===== src/rtl/serial_out_pkg.sv =====
// Shared definitions for the serial_out UART transmitter: frame constants,
// transmitter FSM state encoding and the parity helper.
package serial_out_pkg;

  // Payload bits per frame and stop bits per frame.
  localparam int DATA_W    = 8;
  localparam int STOP_BITS = 1;

  // Transmitter states. PARITY is only visited when parity framing is built in.
  typedef enum logic [2:0] {
    ST_IDLE   = 3'd0,
    ST_START  = 3'd1,
    ST_DATA   = 3'd2,
    ST_PARITY = 3'd3,
    ST_STOP   = 3'd4
  } tx_state_e;

  // Even parity: the parity bit makes the total count of ones even.
  function automatic logic even_parity(input logic [DATA_W-1:0] b);
    return ^b;
  endfunction

endpackage


===== src/rtl/serial_fifo.sv =====
// Synchronous byte FIFO between the CPU write port and the transmitter.
// Power-of-two depth so pointers wrap by plain overflow; count is one bit
// wider than the pointers so that full and empty are distinguishable.
module serial_fifo
  import serial_out_pkg::*;
#(
  parameter int DEPTH = 4
) (
  input  logic                    clk,
  input  logic                    rst,
  input  logic                    push,
  input  logic [DATA_W-1:0]       din,
  input  logic                    pop,
  output logic [DATA_W-1:0]       dout,
  output logic                    full,
  output logic                    empty,
  output logic [$clog2(DEPTH):0]  count
);

  localparam int            AW       = $clog2(DEPTH);
  localparam logic [AW:0]   FULL_CNT = (AW+1)'(DEPTH);
  localparam logic [AW:0]   CNT_ONE  = (AW+1)'(1);
  localparam logic [AW-1:0] PTR_ONE  = AW'(1);

  logic [DATA_W-1:0] mem [DEPTH];
  logic [AW-1:0]     wr_ptr;
  logic [AW-1:0]     rd_ptr;
  logic              push_ok;
  logic              pop_ok;

  // Status comes straight from the registered count, so a pop in the same
  // cycle never frees a slot for a write arriving while full.
  assign full    = (count == FULL_CNT);
  assign empty   = (count == '0);
  assign push_ok = push && !full;
  assign pop_ok  = pop && !empty;
  assign dout    = mem[rd_ptr];

  // Pointer and occupancy bookkeeping; a simultaneous push and pop leaves the count unchanged.
  always_ff @(posedge clk) begin
    if (rst) begin
      wr_ptr <= '0;
      rd_ptr <= '0;
      count  <= '0;
    end else begin
      if (push_ok) wr_ptr <= wr_ptr + PTR_ONE;
      if (pop_ok)  rd_ptr <= rd_ptr + PTR_ONE;
      case ({push_ok, pop_ok})
        2'b10:   count <= count + CNT_ONE;
        2'b01:   count <= count - CNT_ONE;
        default: count <= count;
      endcase
    end
  end

  // Storage array; contents need no reset because the pointers define validity.
  always_ff @(posedge clk) begin
    if (push_ok) mem[wr_ptr] <= din;
  end

endmodule


===== src/rtl/serial_out.sv =====
// UART transmitter: CPU port writes land in a small FIFO, and the FSM
// serialises each byte onto txd as start bit, 8 data bits LSB first and
// one stop bit, each bit held CLK_DIV clocks. Frames run back to back
// while the FIFO holds data.
// Optional feature: define SERIAL_OUT_PARITY_EN to insert an even parity
// bit between the data bits and the stop bit (8E1 instead of 8N1).
module serial_out
  import serial_out_pkg::*;
#(
  parameter int CLK_DIV    = 16,
  parameter int FIFO_DEPTH = 4
) (
  input  logic              m_clock,
  input  logic              p_reset,
  input  logic              port_write,
  input  logic [DATA_W-1:0] data,
  output logic              txready,
  output logic              txd,
  output logic              busy,
  output logic              done
);

  localparam int CNT_W  = $clog2(CLK_DIV);
  localparam int IDX_W  = $clog2(DATA_W);
  localparam int FCNT_W = $clog2(FIFO_DEPTH) + 1;

  localparam logic [CNT_W-1:0] CNT_LAST  = CNT_W'(CLK_DIV - 1);
  localparam logic [CNT_W-1:0] CNT_ONE   = CNT_W'(1);
  localparam logic [IDX_W-1:0] DATA_LAST = IDX_W'(DATA_W - 1);
  localparam logic [IDX_W-1:0] STOP_LAST = IDX_W'(STOP_BITS - 1);
  localparam logic [IDX_W-1:0] IDX_ONE   = IDX_W'(1);

  tx_state_e         state;
  logic [CNT_W-1:0]  bit_cnt;
  logic [IDX_W-1:0]  bit_idx;
  logic [DATA_W-1:0] shreg;

  logic              fifo_full;
  logic              fifo_empty;
  logic [DATA_W-1:0] fifo_dout;
  logic [FCNT_W-1:0] fifo_count;

  logic              bit_end;
  logic              stop_end;
  logic              load;
  logic              line_bit;

  serial_fifo #(
    .DEPTH (FIFO_DEPTH)
  ) u_fifo (
    .clk   (m_clock),
    .rst   (p_reset),
    .push  (port_write),
    .din   (data),
    .pop   (load),
    .dout  (fifo_dout),
    .full  (fifo_full),
    .empty (fifo_empty),
    .count (fifo_count)
  );

  // A bit period ends when the rate counter reaches its terminal value;
  // the frame ends at the close of the last stop bit.
  assign bit_end  = (bit_cnt == CNT_LAST);
  assign stop_end = (state == ST_STOP) && bit_end && (bit_idx == STOP_LAST);

  // Next byte is taken from the FIFO either from idle or straight out of
  // the stop bit, which is what keeps consecutive frames gapless.
  assign load    = !fifo_empty && ((state == ST_IDLE) || stop_end);
  assign txready = !fifo_full;

`ifdef SERIAL_OUT_PARITY_EN
  logic par_bit;

  // Parity is computed once per byte as it leaves the FIFO.
  always_ff @(posedge m_clock) begin
    if (load) par_bit <= even_parity(fifo_dout);
  end
`endif

  // Line level for the current state; registered into txd one clock later.
  always_comb begin
    line_bit = 1'b1;
    case (state)
      ST_START:  line_bit = 1'b0;
      ST_DATA:   line_bit = shreg[0];
`ifdef SERIAL_OUT_PARITY_EN
      ST_PARITY: line_bit = par_bit;
`endif
      default:   line_bit = 1'b1;
    endcase
  end

  // Shift register: loaded on pop, shifted right at the end of each data bit.
  always_ff @(posedge m_clock) begin
    if (load) begin
      shreg <= fifo_dout;
    end else if ((state == ST_DATA) && bit_end) begin
      shreg <= {1'b0, shreg[DATA_W-1:1]};
    end
  end

  // Framing FSM, bit-rate counter and registered line/status outputs.
  always_ff @(posedge m_clock) begin
    if (p_reset) begin
      state   <= ST_IDLE;
      bit_cnt <= '0;
      bit_idx <= '0;
      txd     <= 1'b1;
      busy    <= 1'b0;
      done    <= 1'b0;
    end else begin
      txd  <= line_bit;
      done <= stop_end;
      busy <= (state != ST_IDLE) || (fifo_count != '0);

      if ((state == ST_IDLE) || bit_end) begin
        bit_cnt <= '0;
      end else begin
        bit_cnt <= bit_cnt + CNT_ONE;
      end

      case (state)
        ST_IDLE: begin
          bit_idx <= '0;
          if (load) state <= ST_START;
        end
        ST_START: begin
          if (bit_end) begin
            bit_idx <= '0;
            state   <= ST_DATA;
          end
        end
        ST_DATA: begin
          if (bit_end) begin
            if (bit_idx == DATA_LAST) begin
              bit_idx <= '0;
`ifdef SERIAL_OUT_PARITY_EN
              state   <= ST_PARITY;
`else
              state   <= ST_STOP;
`endif
            end else begin
              bit_idx <= bit_idx + IDX_ONE;
            end
          end
        end
`ifdef SERIAL_OUT_PARITY_EN
        ST_PARITY: begin
          if (bit_end) begin
            bit_idx <= '0;
            state   <= ST_STOP;
          end
        end
`endif
        ST_STOP: begin
          if (bit_end) begin
            if (bit_idx == STOP_LAST) begin
              bit_idx <= '0;
              state   <= load ? ST_START : ST_IDLE;
            end else begin
              bit_idx <= bit_idx + IDX_ONE;
            end
          end
        end
        default: begin
          bit_idx <= '0;
          state   <= ST_IDLE;
        end
      endcase
    end
  end

endmodule


===== config.mk =====
export PLATFORM = sky130hd
export DESIGN_NAME = serial_out
export DESIGN_NICKNAME = d
export VERILOG_FILES = /design/src/rtl/serial_out_pkg.sv /design/src/rtl/serial_fifo.sv /design/src/rtl/serial_out.sv
export SDC_FILE = /design/constraint.sdc
export NUM_CORES = 1
export LEC_CHECK = 0
export ABC_AREA = 1
export BUFFER_PORTS_ARGS = -buffer_cell sky130_fd_sc_hd__buf_2
export CAP_MARGIN = 20
export CORE_MARGIN = 3
export CORE_UTILIZATION = 43
export DETAILED_ROUTE_END_ITERATION = 6
export GPL_TIMING_DRIVEN = 0
export PLACE_DENSITY = 0.63
export SYNTH_ARGS = -nofsm -noshare
export SYNTH_HDL_FRONTEND = slang
export SYNTH_SLANG_ARGS = --single-unit

===== constraint.sdc =====
create_clock -name m_clock -period 2.4 [get_ports m_clock]
set_input_delay 0.12 -clock m_clock [delete_from_list [all_inputs] [get_ports m_clock]]
set_output_delay 0.12 -clock m_clock [all_outputs]
set_load 0.01 [all_outputs]

=== After elaboration in Yosys (flattened, before gate mapping) ===
Memory sizes are Yosys's and may differ from the RTL's. A register that Yosys moved wholly into a read port is not among the register bits.
Index checks and enable logic that the tools add are counted.

* Register bits: 28
* Latch bits: 0
* RAM bits: 32
* Memory bits (read-only): 0
* Output and inout bits: 4
* Word-level logic and storage cells: 74
* Memories: 1

{| class="wikitable"
|+ Memory list
! memory !! depth !! width !! read ports !! clocked after Yosys merged registers in !! write ports !! line !! text
|-
| u_fifo.mem || 4 || 8 || 1 || 1 || 1 || serial_fifo.sv:25 || <nowiki>logic [DATA_W-1:0] mem [DEPTH];</nowiki>
|}

* Add/subtract/negate cells: 6
* Multiply operators: 0
* Divide/modulo/power cells: 0
* Order comparisons: 0
* Equality and inequality tests: 14
* Shifts and indexed selects: 0
* Mux-type cells: 22
* Bitwise logic cells: 0
* Reduce and logical (&&, ||, !) cells: 21

{| class="wikitable"
|+ Operators with widths
! operator !! count
|-
| $mux 3 || 11
|-
| $mux 8 || 2
|-
| $pmux 3 s4 || 1
|-
| $eq 3x3->1 const B || 3
|-
| $logic_not 3->1 || 3
|-
| $pmux 3 s3 || 1
|-
| $ne 2x2->1 const B || 4
|-
| $add 3x1->3 const B || 2
|-
| $logic_and 1x1->1 || 6
|-
| $pmux 3 s2 || 1
|-
| $reduce_and 6->1 || 1
|-
| $reduce_bool 3->1 || 2
|-
| $add 2x1->2 const B || 2
|-
| $add 4x1->4 const B || 1
|-
| $eq 4x4->1 const B || 1
|-
| $mux 2 || 2
|-
| $ne 2x1->1 const B || 2
|-
| $reduce_bool 2->1 || 2
|-
| $eq 3x1->1 const B || 1
|-
| $eq 3x2->1 const B || 1
|-
| $logic_or 1x1->1 || 3
|-
| $mux 1 || 3
|-
| $reduce_and 3->1 || 1
|-
| $sub 3x1->3 const B || 1
|-
| 5 further kinds || 6
|}

=== Depth between registers and ports, before layout ===
Gate-level depths: netlist (run 1).

* Depth in word-level cells: 9
* Mapped depth: 15
* Mapped depth without buffers: 15

=== Cells and area by module ===
From an unflattened synthesis (run 1), not the netlist that was laid out.

* Cell total of the unflattened synthesis: 269
* Area, all modules: 2,661.3 sq um

{| class="wikitable"
|+ By module, submodules not included
! module !! times used !! cells an instance !! area each (sq um)
|-
| serial_fifo || 1 || 146 || 1,685.4
|-
| serial_out || 1 || 123 || 975.9
|}

=== Least setup slack after synthesis (run 1) ===
No wires, ideal clock.

* Path kind: register to register
* Start: register bit_cnt[0]
* End: register u_fifo.count[2]
* Setup time: 0.122 ns
* Data arrival time: 2.029 ns
* Slack: 0.249 ns
* Stages on the path, launching flop included: 15
* Path buffers: 0
* Cell sequence: dfxtp_1 ha_1 nand3_2 nor2_1 nand2_2 nand2_4 nand2_4 inv_4 ha_1 inv_1 fa_1 a21oi_1 o21ai_0 o21ai_0 a21oi_1

* Longest elaborated chain between the ends: 8
* Elaborated cells between the ends (all ways): 10
* Classes of those cells: eq/ne: 3; mux: 1; reduce/logical: 6

{| class="wikitable"
|+ Ends and longest elaborated chain
! item !! line !! text
|-
| from (decl) || serial_out.sv:34 || <nowiki>logic [CNT_W-1:0] bit_cnt;</nowiki>
|-
| from (signal assigned) || serial_out.sv:120 || <nowiki>bit_cnt <= bit_cnt + CNT_ONE;</nowiki>
|-
| $eq 4x4->1 * || serial_out.sv:64 || <nowiki>assign bit_end = (bit_cnt == CNT_LAST);</nowiki>
|-
| $logic_and 1x1->1 * (2 in series) || serial_out.sv:65 || <nowiki>assign stop_end = (state == ST_STOP) && bit_end && (bit_idx == STOP_LAST);</nowiki>
|-
| $logic_or 1x1->1 * || serial_out.sv:69 || <nowiki>assign load = !fifo_empty && ((state == ST_IDLE) || stop_end);</nowiki>
|-
| $logic_and 1x1->1 * || serial_out.sv:69 ||
|-
| $logic_and 1x1->1 * || serial_fifo.sv:36 || <nowiki>assign pop_ok = pop && !empty;</nowiki>
|-
| $eq 2x1->1 / $eq 2x2->1 (equally long branches) || serial_fifo.sv:48 || <nowiki>case ({push_ok, pop_ok})</nowiki>
|-
| $pmux 3 s2 / $reduce_bool 2->1 (equally long branches) || n/a ||
|-
| to (signal assigned) || serial_fifo.sv:49 || <nowiki>2'b10: count <= count + CNT_ONE;</nowiki>
|-
| to (signal assigned) || serial_fifo.sv:50 || <nowiki>2'b01: count <= count - CNT_ONE;</nowiki>
|-
| to (signal assigned) || serial_fifo.sv:51 || <nowiki>default: count <= count;</nowiki>
|-
| to (decl) || serial_fifo.sv:17 || <nowiki>output logic [$clog2(DEPTH):0] count</nowiki>
|}

Every way passes the cells marked *; elsewhere a longest branch is shown, timed or not.
A chain may end at the register's enable or synchronous reset.

=== Worst setup path in the final report (run 1) ===
Ends and elaborated chain as after synthesis.

==> results of run 1 <==
==> cell families (layout without fill, tap and decap cells) <==
| family | after synthesis | after routing | synth area share |
|---|---|---|---|
| buffers and inverters | 29 | 67 | 0.0463 |
| XOR/XNOR | 3 | 3 | 0.0100 |
| AO/OA/AOI/OAI | 47 | 47 | 0.0998 |
| AND/OR/NAND/NOR | 98 | 98 | 0.167 |
| flip-flops | 62 | 62 | 0.627 |
| adder cells (fa/ha/maj) | 10 | 10 | 0.0506 |
==> cell usage after synthesis, types with 2 or more instances <==
cell      count
a21oi_1      12
buf_2         2
dfxtp_1      22
edfxtp_1     40
ha_1          9
inv_1        22
inv_2         2
nand2_1      33
nand2_2       5
nand2_4       2
nand3_1      15
nand3_2       2
nor2_1       37
nor2_2        3
o21ai_0      25
o22ai_1       7
xor2_1        2
==> layout by cell type, fill, tap and decap left out <==
cell	n
xor2_1	2
inv_2	3
clkbuf_8	9
nand3_1	15
nand2_2	5
a21boi_0	1
a21oi_2	1
nand4_1	1
nand2_4	2
o21ai_0	23
buf_6	1
buf_2	16
inv_6	5
nand3_4	1
dfxtp_1	19
a21oi_4	1
o22ai_1	7
nor2_2	4
clkbuf_1	1
nand2_1	33
ha_4	1
nand3_2	1
clkinvlp_4	2
nor2_1	36
dlygate4sd3_1	8
inv_1	21
o21ai_1	2
fa_1	1
xnor2_1	1
edfxtp_1	40
ha_1	8
a21oi_1	12
clkinv_2	1
dfxtp_2	3
==> final timing paths <==
path	start	to	slack (ns)
worst max-delay path	bit_cnt[0]	u_fifo.count[2]	0.18
worst min-delay path	p_reset	state[0]	0.04
worst max register to register	bit_cnt[0]	u_fifo.count[2]	0.18
worst min register to register	bit_cnt[0]	bit_cnt[0]	0.44
==> metrics by stage <==
stage               setup TNS (ns)  cell area [µm²]  hold slack [ns]
floorplan                        0             2620            0.180
global placement                 0             2780            0.334
detailed placement               0             2780            0.337
CTS                              0             3050           0.0194
global route               -0.0108             3070           0.0368
finish                           0             3070           0.0405
==> power groups by stage <==
stage / Combinational (µW) / Clock, µW / Sequential, µW
floorplan: 968 / 0 / 1580
global placement: 1220 / 0 / 1610
detailed placement: 1230 / 0 / 1610
CTS: 1240 / 862 / 1590
global route: 1430 / 913 / 1620
finish: 1250 / 832 / 1600
==> state kept, by name (all words and copies together) (netlist names), 2 cells and up, named ones only <==
name,flops
bit_cnt,4
u_fifo.mem,32
state,3
bit_idx,3
u_fifo.count,3
shreg,8
u_fifo.wr_ptr,2
u_fifo.rd_ptr,2
==> per-layer routing <==
layer | GRT usage | vias up
met3 | 0.0434 | 10
met4 | 0.0892 | 0
met2 | 0.214 | 41
li1 | - | 917
met5 | 0 | -
met1 | 0.185 | 808
==> cell type report <==
type                    instances  area share
well taps                      72      0.0294
clock inverters                 7      0.0179
flip-flops and latches         62       0.536
repair buffers                 22      0.0489
inverters                      25      0.0322
clock buffers                   9      0.0404
plain buffers                   4     0.00816
multi-input cells             158       0.287
==> timing repair <==
action / in CTS / in global routing
gates resized for setup: 1 / 10
buffers inserted: 0 / 0
hold endpoints to repair: 32 / 0
pin swaps: 0 / 2
endpoints found under the setup margin: 1 / 1
hold buffers: 8 / 0
==> impl_metrics.py, run 1 <==
metrics = {
    "sta": {
        "tightest_slew_ns": 1.05,
        "drv_slew": 0,
        "skew_ns": 0.0102,
        "period_share": 0.925,
        "hold_violations": 0,
        "slew_headroom": 0.295,
        "finalSetupViolCount": 0,
        "max_freq_mhz": 451,
        "fin_ws_ns": 0.180,
        "period_needed_ns": 2.22,
    },
    "clock_network": {
        "clock_path_buffers": 2,
        "clockRootBuffer": "clkbuf_8",
        "cts_sinks": 62,
        "clk_latency_ns": 0.34,
        "htree_levels": 3,
        "path_clk_slew_ns": 0.07,
        "cts_tree": "yes",
        "cts_made_buffers": 9,
    },
    "drt": {
        "antenna_left": 0,
        "vias": 1776,
        "drc_errors": 0,
        "topRoutingLayerUsed": "met4",
        "dr_wl_met3_um": 200,
        "drt-met1-wl_mm": 2.25,
        "drt_wl_total_mm": 4.68,
        "met2_length_mm": 2.11,
        "wl_per_cell_um": 13.0,
        "viasPerCell": 4.95,
        "first_pass_iters": 5,
        "drtIter0Drc": 92,
    },
    "status": {
        "status": "completed",
    },
    "yosys": {
        "yosysTopAreaCellShare": 0.458,
        "syn_nets": 270,
        "ys_seq_area_frac": 0.627,
        "synthCells": 249,
        "postSynthAreaPerCell_um2": 10.5,
        "synth-async-reset-ratio": 0,
        "synthDistinctLibCells": 26,
        "synthTopCellsByArea": "edfxtp_1 46%, dfxtp_1 17%, nor2_1 5.3%",
        "synthFlopType": "edfxtp_1",
        "ys_ff_latch": 62,
        "synth_edf_count": 40,
        "synth_top_area_cell": "edfxtp_1",
        "syn-cell-area_um2": 2620,
        "synth_warnings": 0,
    },
    "power_and_ir_drop": {
        "p_comb_frac": 0.339,
        "power_uw": 3680,
        "p_sw_frac": 0.380,
        "p_leak_uw": 0.00121,
        "p_int_uw": 2280,
        "sequentialPowerShare": 0.434,
        "power.net_switching_uw": 1400,
        "powerDensity_nw_per_um2": 1200,
        "power_frac_clock": 0.226,
        "vdd_ir_drop_max_mv": 0.520,
    },
    "job": {
        "maxCapViolations": 0,
    },
    "place": {
        "io_buffers": 14,
        "hpwl_mm": 3.06,
        "place.gp.congestion": 0.793,
        "preCtsSetupSlack_ns": 0.0135,
        "post-place-cells": 335,
    },
    "layout": {
        "drive_gt1_frac": 0.195,
        "final_cells": 359,
        "regArea_um2": 1650,
        "syn_to_final_growth_pct": 17.1,
        "multiInputGateArea_um2": 880,
        "nets": 303,
        "n_fill_cell": 501,
        "num_antenna_cells": 0,
        "fin_util": 0.537,
    },
    "grt": {
        "groute.usage.overall": 0.145,
        "grt_first_pass_wirelength_mm": 7.85,
        "antenna_found_initial": 0,
        "grt_max_degree": 14,
        "grt_overflow_total": 0,
        "grt_pass1_vias": 1750,
    },
    "critical_path": {
        "cpLargestDelayFamily": "adder cells",
        "slowest_delay_ns": 0.38,
        "cp_max_fo": 9,
        "arrival_ns": 2.45,
        "crit_slowest_cell": "fa_1",
        "reg2reg_depth": 14,
        "crit_required_ns": 2.63,
        "cp-end-kind": "flop",
        "cp-start-kind": "flop",
        "cp_num_cells": 14,
        "cp_num_buf_inv": 2,
        "cp_cell_sequence": "ha_4, nand3_4, nor2_2, nand2_2, nand2_4, nand2_4, inv_6, ha_1, inv_1, fa_1, a21oi_1, o21ai_1, o21ai_1, a21oi_1",
        "crit_type": "flop to flop",
    },
    "die": {
        "ios": 15,
        "die_h_um": 84.1,
        "core-area_um2": 5710,
        "rows": 27,
        "start_util": 0.459,
        "dieWidth_um": 84.1,
        "dieArea_um2": 7070,
    },
    "hold_path": {
        "holdCritPathClass": "input pin to flop",
        "holdPathStages": 2,
    },
}
No activity file was read; power rests on OpenSTA's default activity.
==> run 2, diff against run 1 <==
--- a/config.mk
+++ b/config.mk
@@ -8,6 +8,7 @@
 export ABC_AREA = 1
 export BUFFER_PORTS_ARGS = -buffer_cell sky130_fd_sc_hd__buf_2
 export CAP_MARGIN = 20
+export CORE_ASPECT_RATIO = 1.1
 export CORE_MARGIN = 3
 export CORE_UTILIZATION = 43
 export DETAILED_ROUTE_END_ITERATION = 6
==> impl_metrics.py, run 2 (synthesis gave the netlist of run 1 again) <==
metrics = {
    "power_and_ir_drop": {
        "p_sw_frac": 0.365,
        "p_leak_uw": 0.00122,
        "sequentialPowerShare": 0.427,
        "vdd_ir_drop_max_mv": 0.595,
        "powerDensity_nw_per_um2": 1210,
        "power_uw": 3730,
        "power_frac_clock": 0.232,
        "p_comb_frac": 0.340,
        "p_int_uw": 2370,
        "power.net_switching_uw": 1360,
    },
    "sta": {
        "tns_ns": 0,
        "skew_ns": 0.00313,
        "rsz0062_at_grt": "false",
        "finalSetupViolCount": 0,
        "tightest_slew_ns": 0.845,
        "period_needed_ns": 2.15,
        "max_freq_mhz": 465,
        "slew_headroom": 0.434,
        "whs_ns": 0.0439,
        "hold_violations": 0,
        "period_share": 0.896,
        "drv_slew": 0,
    },
    "die": {
        "dieWidth_um": 80.4,
        "die_h_um": 87.9,
        "start_util": 0.448,
        "rows": 29,
        "ios": 15,
        "core-area_um2": 5840,
        "dieArea_um2": 7070,
    },
    "layout": {
        "nets": 304,
        "fin_util": 0.529,
        "reg.largest.list": "u_fifo.mem x32, shreg x8, bit_cnt x4",
        "n_fill_cell": 517,
        "drive_gt1_frac": 0.198,
        "stdcell_area_um2": 3090,
        "largest_register_ffs": 32,
        "mostFrequentLayoutCells": "40 x edfxtp_1, 36 x nor2_1, 33 x nand2_1, 23 x o21ai_0, 21 x inv_1",
        "syn_to_final_growth_pct": 18.0,
        "top_register": "u_fifo.mem",
        "mostFrequentLayoutCell": "edfxtp_1",
        "num_antenna_cells": 0,
    },
    "critical_path": {
        "cp-start-kind": "flop",
        "r2r-start": "bit_cnt[0]",
        "cp-end-kind": "flop",
        "crit_required_ns": 2.62,
        "arrival_ns": 2.37,
        "reg2reg_depth": 14,
        "crit_type": "flop to flop",
        "worst_r2r_endpoint": "u_fifo.count[2]",
        "ff2ff_setup_slack_ns": 0.25,
        "cp_max_fo": 9,
    },
    "status": {
        "status": "completed",
    },
    "place": {
        "postPlaceCellArea_um2": 2790,
        "place.gp.congestion": 0.785,
        "io_buffers": 14,
        "hpwl_mm": 3.03,
    },
    "grt": {
        "antenna_found_initial": 0,
        "grt_first_pass_wirelength_mm": 7.82,
        "grt_overflow_total": 0,
        "grt_pass1_vias": 1728,
        "grt_max_degree": 12,
        "groute.usage.overall": 0.151,
    },
    "hold_path": {
        "min-delay-start": "p_reset",
        "worst_hold_path.endpoint": "state[0]",
        "holdCritPathClass": "input pin to flop",
        "holdPathStages": 2,
    },
    "drt": {
        "first_pass_iters": 4,
        "drc_errors": 0,
        "antenna_left": 0,
        "viasPerCell": 4.81,
        "wl_per_cell_um": 12.7,
        "drtIter0Drc": 83,
        "drt_wl_total_mm": 4.65,
        "vias": 1755,
    },
    "clock_network": {
        "htree_levels": 3,
        "cts_sinks": 62,
        "cts_tree": "yes",
        "clk_latency_ns": 0.33,
        "cts_setup_buffers": 0,
        "path_clk_slew_ns": 0.07,
        "clockRootBuffer": "clkbuf_8",
        "clock_path_buffers": 2,
        "cts_made_buffers": 9,
    },
    "job": {
        "maxCapViolations": 0,
    },
}
==> run 2: cell types whose count changed in the layout (fill, tap and decap cells not counted) <==
cell,previous run,this run
inv_6,5,1
clkinv_2,1,4
buf_2,16,17
bufinv_16,0,1
dfxtp_1,19,20
dfxtp_2,3,2
fa_1,1,0
fa_2,0,1
==> run 2: worst max-delay path by stage <==
stage / from / to / slack [ns] / cells past startpoint
final: bit_cnt[0] / u_fifo.count[2] / 0.25 / 14
after detailed placement: bit_cnt[0] / u_fifo.count[2] / 0.03 / 14
after global placement: bit_cnt[0] / u_fifo.count[2] / 0.07 / 14
after global routing: bit_idx[0] / u_fifo.count[2] / 0.01 / 15
after floorplan: bit_cnt[0] / u_fifo.count[2] / 0.25 / 14
after CTS: bit_cnt[0] / u_fifo.count[2] / 0.001 / 14
==> run 2: repair_timing <==
action,CTS,global route
hold buffers,8,0
endpoints found under the hold margin,32,0
gates resized for setup,0,11
setup endpoints to repair,0,1
==> run 2: per-stage QoR <==
stage                     instances  setup slack, ns
after CTS                       364          0.00149
final                           365            0.250
after floorplan                 249            0.249
after global routing            365          0.00981
after detailed placement        340           0.0273
after global placement          340           0.0667
==> run 2: final cells by class <==
class | count | area, µm² | area share
Clock inverter | 7 | 65.1 | 0.0211
Clock buffer | 9 | 124 | 0.0401
Sequential cell | 62 | 1640 | 0.532
Inverter | 25 | 98.8 | 0.0320
Tap cell | 77 | 96.3 | 0.0312
Timing Repair Buffer | 23 | 155 | 0.0502
Buffer | 4 | 25.0 | 0.00810
Multi-Input combinational cell | 158 | 882 | 0.285
==> run 2: power by group through the flow <==
stage	logic (µW)	registers (µW)	clock network [µW]
6_report	1270	1590	865
5_1_grt	1470	1620	950
4_1_cts	1260	1590	894
3_5_place_dp	1240	1610	0
3_3_place_gp	1220	1610	0
2_1_floorplan	968	1580	0
==> run 2: critical path, cell delays in order (launching register included) <==
cell and delay (ns):
dfxtp_2 0.36, ha_4 0.15, nand3_4 0.12, nor2_2 0.14, nand2_2 0.08, nand2_4 0.08, nand2_4 0.07, inv_6 0.09
ha_1 0.14, inv_1 0.07, fa_2 0.34, a21oi_1 0.14, o21ai_1 0.09, o21ai_1 0.12, a21oi_1 0.05
==> run 2: metal layers <==
layer | track usage | up-vias | share of wire | wire, µm
met1 | 0.178 | 809 | 0.45 | 2110
li1 | - | 911 | - | -
met5 | 0 | - | 0 | 0
met2 | 0.245 | 28 | 0.50 | 2330
met3 | 0.0535 | 7 | 0.033 | 154
met4 | 0.0753 | 0 | 0.015 | 68
==> run 3, diff against run 2 <==
--- a/config.mk
+++ b/config.mk
@@ -8,7 +8,7 @@
 export ABC_AREA = 1
 export BUFFER_PORTS_ARGS = -buffer_cell sky130_fd_sc_hd__buf_2
 export CAP_MARGIN = 20
-export CORE_ASPECT_RATIO = 1.1
+export CORE_ASPECT_RATIO = 0.75
 export CORE_MARGIN = 3
 export CORE_UTILIZATION = 43
 export DETAILED_ROUTE_END_ITERATION = 6
==> impl_metrics.py, run 3 (synthesis gave the netlist of run 1 again) <==
metrics = {
    "sta": {
        "max_freq_mhz": 446,
        "rsz0062_at_grt": "false",
        "period_needed_ns": 2.24,
        "finalSetupViolCount": 0,
        "hold_violations": 0,
        "period_share": 0.934,
        "slew_headroom": 0.443,
        "skew_ns": 0.00665,
        "drv_slew": 0,
        "tightest_slew_ns": 0.833,
        "fin_ws_ns": 0.159,
    },
    "critical_path": {
        "crit_required_ns": 2.63,
        "crit_path_start": "bit_idx[0]",
        "reg2reg_depth": 15,
        "cp_num_buf_inv": 3,
        "slowest_delay_ns": 0.38,
        "cp-start-kind": "flop",
        "cp_cell_sequence": "inv_1, ha_1, nand2_1, nor2_1, nand2_2, nand2_4, nand2_4, inv_8, ha_1, inv_1, fa_1, a21oi_1, o21ai_1, o21ai_1, a21oi_1",
        "cpLargestDelayFamily": "adder cells",
        "r2r-start": "bit_idx[0]",
        "cp_num_cells": 15,
        "crit_slowest_cell": "fa_1",
        "arrival_ns": 2.47,
        "cp_max_fo": 9,
        "crit_type": "flop to flop",
        "cp-end-kind": "flop",
    },
    "place": {
        "postPlaceCellArea_um2": 2780,
        "preCtsSetupSlack_ns": -0.0326,
        "io_buffers": 14,
        "hpwl_mm": 3.41,
        "place.gp.congestion": 0.760,
    },
    "grt": {
        "grt_overflow_total": 0,
        "grt_max_degree": 11,
        "antenna_found_initial": 0,
        "grt_first_pass_wirelength_mm": 7.95,
        "grt_pass1_vias": 1686,
        "groute.usage.overall": 0.157,
    },
    "clock_network": {
        "path_clk_slew_ns": 0.07,
        "htree_levels": 3,
        "clock_path_buffers": 2,
        "cts_setup_buffers": 0,
        "cts_made_buffers": 9,
        "clockRootBuffer": "clkbuf_8",
        "cts_tree": "yes",
        "cts_sinks": 62,
        "clk_latency_ns": 0.33,
    },
    "layout": {
        "nets": 303,
        "top_register": "u_fifo.mem",
        "stdcell_area_um2": 3040,
        "syn_to_final_growth_pct": 16.1,
        "fin_util": 0.542,
        "num_antenna_cells": 0,
        "mostFrequentLayoutCells": "40 x edfxtp_1, 37 x nor2_1, 33 x nand2_1, 23 x o21ai_0, 22 x inv_1",
        "drive_gt1_frac": 0.171,
        "reg.largest.list": "u_fifo.mem x32, shreg x8, bit_cnt x4",
        "mostFrequentLayoutCell": "edfxtp_1",
        "largest_register_ffs": 32,
    },
    "status": {
        "status": "completed",
    },
    "power_and_ir_drop": {
        "power.net_switching_uw": 1370,
        "power_frac_clock": 0.202,
        "p_leak_uw": 0.00120,
        "p_sw_frac": 0.378,
        "p_int_uw": 2260,
        "sequentialPowerShare": 0.440,
        "powerDensity_nw_per_um2": 1190,
        "p_comb_frac": 0.358,
        "vdd_ir_drop_max_mv": 0.438,
        "power_uw": 3630,
    },
    "die": {
        "rows": 23,
        "start_util": 0.467,
        "core-area_um2": 5610,
        "ios": 15,
        "dieWidth_um": 96.1,
        "dieArea_um2": 7080,
        "die_h_um": 73.6,
    },
    "hold_path": {
        "min-delay-start": "data[0]",
        "holdPathStages": 1,
        "holdCritPathClass": "input pin to flop",
    },
    "drt": {
        "wl_per_cell_um": 13.6,
        "antenna_left": 0,
        "drt_wl_total_mm": 4.91,
        "drtIter0Drc": 150,
        "vias": 1796,
        "first_pass_iters": 4,
        "drc_errors": 0,
        "viasPerCell": 4.96,
    },
    "job": {
        "maxCapViolations": 0,
    },
}
[run 3: power by group through the flow]
stage / clock network, µW / logic, µW / registers (µW)
after floorplan: 0 / 968 / 1580
after global placement: 0 / 1240 / 1610
after detailed placement: 0 / 1260 / 1620
after CTS: 753 / 1280 / 1590
after global routing: 806 / 1480 / 1630
final: 733 / 1300 / 1590
[run 3: metrics by stage]
stage,TNS [ns],instances,hold slack [ns]
6_report,0,362,0.0185
5_1_grt,0,362,0.00341
4_1_cts,0,361,0.00369
3_5_place_dp,-0.0326,338,0.335
3_3_place_gp,0,338,0.334
2_1_floorplan,0,249,0.180
[run 3: final cells by class]
class                           instances  area (µm²)
Multi-Input combinational cell        158         877
Clock buffer                            9         124
Clock inverter                          7        31.3
Sequential cell                        62        1640
Inverter                               25         101
Buffer                                  4        25.0
Timing Repair Buffer                   22         145
Fill cell                             507        2570
Tap cell                               75        93.8
[run 3: timing repair]
action,in CTS,in global routing
hold buffers,7,0
setup endpoints to repair,1,1
gates resized for setup,2,7
pin swaps,0,2
endpoints found under the hold margin,22,0
[run 3: final timing paths]
| kind | endpoint | slack, ns |
|---|---|---|
| setup reg to reg | u_fifo.count[2] | 0.16 |
| hold / removal | u_fifo.mem[3][0] | 0.02 |
| hold reg to reg | bit_cnt[0] | 0.44 |
| setup / recovery | u_fifo.count[2] | 0.16 |
[run 3: routing by layer]
metal / vias to the layer above / routed length, µm / part of all wire / GRT usage
met2: 32 / 2170 / 0.44 / 0.220
li1: 911 / - / - / -
met3: 5 / 292 / 0.059 / 0.0716
met1: 848 / 2420 / 0.49 / 0.216
met5: - / 0 / 0 / 0
met4: 0 / 36 / 0.0073 / 0.0521
[run 3: worst register-to-register path, delay by kind of cell (launching register included)]
kind	cells	cell delay, ns
fa+ha+maj	3	0.66
simple gates	5	0.47
flops	1	0.33
buf+inv	3	0.26
compound gates	4	0.43
